===== src/rtl/stp_frame_buffer.sv =====
// stp_frame_buffer: ping-pong serial-to-parallel frame assembler feeding the PtS parallel load port
module stp_frame_buffer #(
    parameter int DATA_W      = 16,
    parameter int N_POINTS    = 32,
    parameter bit BIT_REVERSE = 1'b0
) (
    input  logic                         clk,
    input  logic                         rst,
    input  logic                         in_valid,
    input  logic [DATA_W-1:0]            in_data,
    input  logic                         in_sof,
    output logic                         in_ready,
    output logic                         out_valid,
    input  logic                         out_ready,
    output logic [N_POINTS*DATA_W-1:0]   out_data,
    output logic                         resync
);
    localparam int AW = $clog2(N_POINTS);

    logic [DATA_W-1:0] bank [2][N_POINTS];
    logic [AW-1:0]     ptr;
    logic [AW-1:0]     idx;
    logic [AW-1:0]     waddr;
    logic              wr_sel;
    logic              rd_sel;
    logic [1:0]        full;
    logic              acc;
    logic              take;
    logic              last;

    function automatic logic [AW-1:0] bitrev(input logic [AW-1:0] a);
        logic [AW-1:0] r;
        for (int i = 0; i < AW; i++) r[i] = a[AW-1-i];
        return r;
    endfunction

    // handshake qualifiers and write address; a start-of-frame always lands at index 0
    always_comb begin
        in_ready  = !rst && !full[wr_sel];
        out_valid = full[rd_sel];
        acc       = in_valid && in_ready;
        take      = out_valid && out_ready;
        last      = acc && !in_sof && ptr == AW'(N_POINTS - 1);
        idx       = in_sof ? '0 : ptr;
        waddr     = BIT_REVERSE ? bitrev(idx) : idx;
    end

    // control: a bank can only be filled while empty and drained while full, so the two never collide
    always_ff @(posedge clk) begin
        if (rst) begin
            ptr    <= '0;
            wr_sel <= 1'b0;
            rd_sel <= 1'b0;
            full   <= 2'b00;
            resync <= 1'b0;
        end else begin
            resync <= acc && in_sof && ptr != '0;
            if (acc) ptr <= in_sof ? AW'(1) : ptr + AW'(1);
            if (last) begin
                full[wr_sel] <= 1'b1;
                wr_sel       <= !wr_sel;
            end
            if (take) begin
                full[rd_sel] <= 1'b0;
                rd_sel       <= !rd_sel;
            end
        end
    end

    // sample storage; contents are deliberately not reset
    always_ff @(posedge clk) begin
        if (acc) bank[wr_sel][waddr] <= in_data;
    end

    for (genvar k = 0; k < N_POINTS; k++) begin : g_out
        assign out_data[DATA_W*k +: DATA_W] = bank[rd_sel][k];
    end
endmodule

===== config.mk =====
export PLATFORM = sky130hd
export DESIGN_NAME = stp_frame_buffer
export DESIGN_NICKNAME = d
export VERILOG_FILES = /design/src/rtl/stp_frame_buffer.sv
export SDC_FILE = /design/constraint.sdc
export NUM_CORES = 1
export LEC_CHECK = 0
export CAP_MARGIN = 10
export CORE_MARGIN = 1
export CORE_UTILIZATION = 50
export DETAILED_ROUTE_END_ITERATION = 8
export PLACE_DENSITY = 0.81
export SETUP_SLACK_MARGIN = 0.05
export SLEW_MARGIN = 20
export SYNTH_ARGS = -nofsm -noshare
export SYNTH_HDL_FRONTEND = slang
export SYNTH_SLANG_ARGS = --single-unit

===== constraint.sdc =====
create_clock -name clk -period 3.6 [get_ports clk]
set_clock_uncertainty 0.2 [all_clocks]
set_input_delay 0.36 -clock clk [delete_from_list [all_inputs] [get_ports clk]]
set_output_delay 0.36 -clock clk [all_outputs]
set_load 0.005 [all_outputs]

# After elaboration in Yosys (flattened, before gate mapping)

Memory sizes are Yosys's and may differ from the RTL's. A register that Yosys moved wholly into a read port is not among the register bits.
Index checks and enable logic that the tools add are counted.

Bits in registers: 10
Latch bits: 0
Bits in writable memories: 1024
Bits in read-only memories: 0
Output and inout bits: 515
Memories kept: 1

Memories:

| memory | depth | bits a word | rd ports | clocked after Yosys merged registers in | wr ports | RTL line | source |
|---|---|---|---|---|---|---|---|
| bank   | 2     | 512         | 1        | 1                                       | 1        | 20       | `logic [DATA_W-1:0] bank [2][N_POINTS];` |

Add/subtract/negate cells: 1
Multiply operators: 0
Divide/modulo/power cells: 0
Order comparisons: 6
Eq/ne operators: 1
Shifts and indexed selects: 0
Multiplexer cells: 19
Bitwise operators: 4
Reduce and logical (&&, ||, !) cells: 16

Operators with widths:

| kind                  | count |
|---|---|
| $mux W512             | 1 |
| $demux W16 S5         | 1 |
| $mux W16              | 1 |
| $logic_and A1 B1 Y1   | 10 |
| $mux W5               | 2 |
| $mux W1               | 9 |
| $ge A6 B6 Y1 const B  | 1 |
| $lt A6 B1 Y1 const B  | 1 |
| $mux W2               | 3 |
| $not A5 Y6            | 1 |
| $add A5 B1 Y5 const B | 1 |
| $eq A5 B5 Y1 const B  | 1 |
| $logic_not A1 Y1      | 5 |
| $reduce_bool A5 Y1    | 1 |
| $lt A1 B2 Y1 const B  | 2 |
| $and A2 B2 Y2         | 1 |
| $demux W1 S1          | 2 |
| $ge A1 B1 Y1 const B  | 2 |
| $not A2 Y2            | 1 |
| $or A2 B2 Y2          | 1 |

# Depth between registers and ports, before layout

Gate-level depths: netlist of the first run.

Depth after elaboration: 11
Gate-level depth with buffers: 6
Mapped depth without buffers: 6

# Worst setup path after synthesis of the first run

Ideal clock, no wire load.

Path type: in2reg
From: in in_sof
To: mem bank[0][176] in the netlist's numbering, enable pin
Arrival: 2.661 ns
Required time: 2.964 ns
Path slack: 0.303 ns
Cell stages on the path: 4
Path buffers: 1
Path through: buf_2 -> nor2b_2 -> nand3b_2 -> nor4b_1

Word-level cells in the longest chain between the ends: 7
Elaborated cells between the ends (all ways): 8
Those cells by class: order compare: 2; mux: 4; bitwise: 1; reduce/logical: 1

RTL lines:

| element                                                                   | RTL line | source |
|---|---|---|
| from (decl)                                                               | 11       | `input logic in_sof,` |
| $mux W5 *                                                                 | 44       | `idx = in_sof ? '0 : ptr;` |
| $not A5 Y6 (not written as such) *                                        | 72       | `if (acc) bank[wr_sel][waddr] <= in_data;` |
| $ge A6 B6 Y1 (not written as such) / $lt A6 B1 Y1 (equally long branches) | 72       |  |
| $logic_and A1 B1 Y1 (not written as such)                                 | 72       |  |
| $mux W16 (not written as such)                                            | 72       |  |
| $demux W16 S5 *                                                           | 72       |  |
| $mux W512 (not written as such) *                                         | 72       |  |
| to (decl)                                                                 | 20       |  |

Every way passes the cells marked *; elsewhere a longest branch is shown, timed or not.

==> out/metrics.yaml, run 1 <==
vias_per_cell: 5.60
multiInputGateArea_um2: 6550
cts-root-buf: "clkbuf_16"
netlist-cell-type-count: 35
drtIter0Drc: 1793
fill_cells: 4730
routed_wl_mm: 95.3
grt-ovfl-total: 0
grt_pass1_wl_mm: 136
ios: 536
drc: 0
synth.top_cell.area_share: 0.813
ys_ff_latch: 1035
crit_path_end_kind: "output port"
synth_area_leader_cell: "edfxtp_1"
wl_per_cell_um: 27.4
fin_util: 0.646
ys_seq_area_frac: 0.819
grt_pass1_vias: 19600
cap_violations: 0
cts.sinks: 1035
worst_pin_slew_ps: 1070
synth_nets: 1775
die_w_um: 277
tns_ps: 0
fin_nets: 2456
clk_pin_slew_ps: 70
required_ps: 3040
synth-main-ff-cell: "edfxtp_1"
synth_cells: 1751
die_h_um: 277
drtPass1Iterations: 8
critPathKind: "flop to output port"
fp.coreArea_um2: 74700
syn_area_um2: 37800
placementRows: 100
slew_violations: 0
clock_path_buffers: 3
dpl_cell_area_um2: 45100
start_util: 0.506
critical_path.max_fanout: 33
hold_viol: 0
syn_avg_cell_area_um2: 21.6
io_buffers: 535
cts_made_buffers: 99
setup_violations: 0
period_share: 0.903
design_area_um2: 48300
worst_setup_path_start_kind: "flop"
area_growth_pct: 27.7
grt_max_degree: 119
outcome: "finished, final reports clean"
post_cts_buffers: 0
cts_tree: "done"
ir_worst_vdd_v: 0.000498
rsz0062_at_grt: "no"
antenna_found_initial: 1
die_area_um2: 76700
htreeDepth: 3
final-seq-area_um2: 31000
drive_above_1_share: 0.314
vias: 19500
max_slew_margin: 0.283
gp_congestion: 0.849
grtUsageTotal: 0.246
synth_edf_count: 1024
leakage_nw: 15.6
finalCriticalPeriod_ps: 3250
clk_latency_ps: 660
fmax_mhz: 308
hpwl_mm: 58.9
hp-class: "input pin to flop"
cp.arrival_ps: 2690
ant_nets: 0
async_flop_share: 0
final_cell_mix: "edfxtp_1, clkdlybuf4s50_1, mux2_2, clkbuf_16, buf_4"
p_per_area_nw_per_um2: 492
ys_warn_count: 0
synthTopCellsByArea: "edfxtp_1, mux2_2, buf_2"
final_common_cell: "edfxtp_1"
## report_power, final
group | total, mW | leakage, nW | switching [mW] | internal (mW)
combinational | 0.388 | 4.77 | 0.310 | 0.0775
clock | 10.1 | 1.52 | 4.35 | 5.76
sequential | 13.3 | 9.30 | 0.00653 | 13.2
## per-stage QoR
stage	hold WS [ps]	cells	setup WS, ps	total power, mW
floorplan	259	1751	303	13.5
global placement	301	3299	651	13.9
detailed placement	341	3299	592	13.9
CTS	24.3	3477	302	23.9
global route	31.3	3479	259	24.3
finish	45.6	3479	348	23.8
## kinds of logic after synthesis
logic type | count (synthesis) | share of synthesized area
flops | 1035 | 0.819
mux | 515 | 0.154
fa+ha+maj | 3 | 0.000993
buf+inv | 71 | 0.00930
simple gates | 110 | 0.0139
compound gates | 17 | 0.00324
## what timing repair did
action,CTS,global route
resized for setup,0,0
hold endpoints to repair,0,2
hold buffers,0,1
## cell type report
type | instances | share of cell area
multi-input cells | 645 | 0.136
clock buffers | 129 | 0.0536
well taps | 969 | 0.0251
repair buffers | 645 | 0.131
diodes | 1 | 0.0000518
flip-flops and latches | 1035 | 0.642
clock inverters | 49 | 0.0123
inverters | 6 | 0.000467
## sequential cells by signal, indices dropped and copies added (netlist names), named ones only
signal  cells
bank     1024
full        2
ptr         5
rd_sel      1
resync      1
wr_sel      1
## critical path: stages, from the launching register on
cell	delay, ps
dfxtp_4	470
buf_12	240
buf_4	410
mux2_2	390
clkdlybuf4s50_1	480
## metal layers
metal	vias to the layer above	part of all wire	global-route usage
met2	959	0.51	0.424
met4	0	0.031	0.0876
li1	8300	-	-
met1	10100	0.39	0.317
met3	157	0.068	0.0380
met5	-	0	0
## path summary, 6_finish.rpt
kind	from	end	slack [ps]	cells after the start
max	flop	out_data[0]	350	4
min	in_data[9]	bank[1][57]$_DFFE_PP_	50	2
max reg2reg	ptr[2]$_SDFFE_PP0N_	bank[0][33]$_DFFE_PP_	1000	4
min reg2reg	rd_sel$_SDFFE_PP0P_	full[0]$_SDFF_PP0_	350	2
## cell usage after synthesis (2+ instances only)
library cell	count
a21oi_1	6
a32o_1	2
and3_1	3
buf_2	59
clkbuf_1	4
dfxtp_1	11
edfxtp_1	1024
ha_1	3
inv_1	6
mux2_2	514
nand2_1	6
nand3_1	6
nand4_1	6
nor2_1	66
nor2b_1	5
nor3_1	6
nor3b_1	2
nor4_1	2
nor4b_1	2
o211ai_1	2
o21ai_0	2
Note: power is estimated with default switching activity, not from simulation.
==> run 2, diff against run 1 <==
SETUP_SLACK_MARGIN = unset   (was 0.05)
SKIP_LAST_GASP = 1   (was unset)
==> results of run 2 <==
Same layout as run 1: the final DEF is identical, and so are final timing and power.
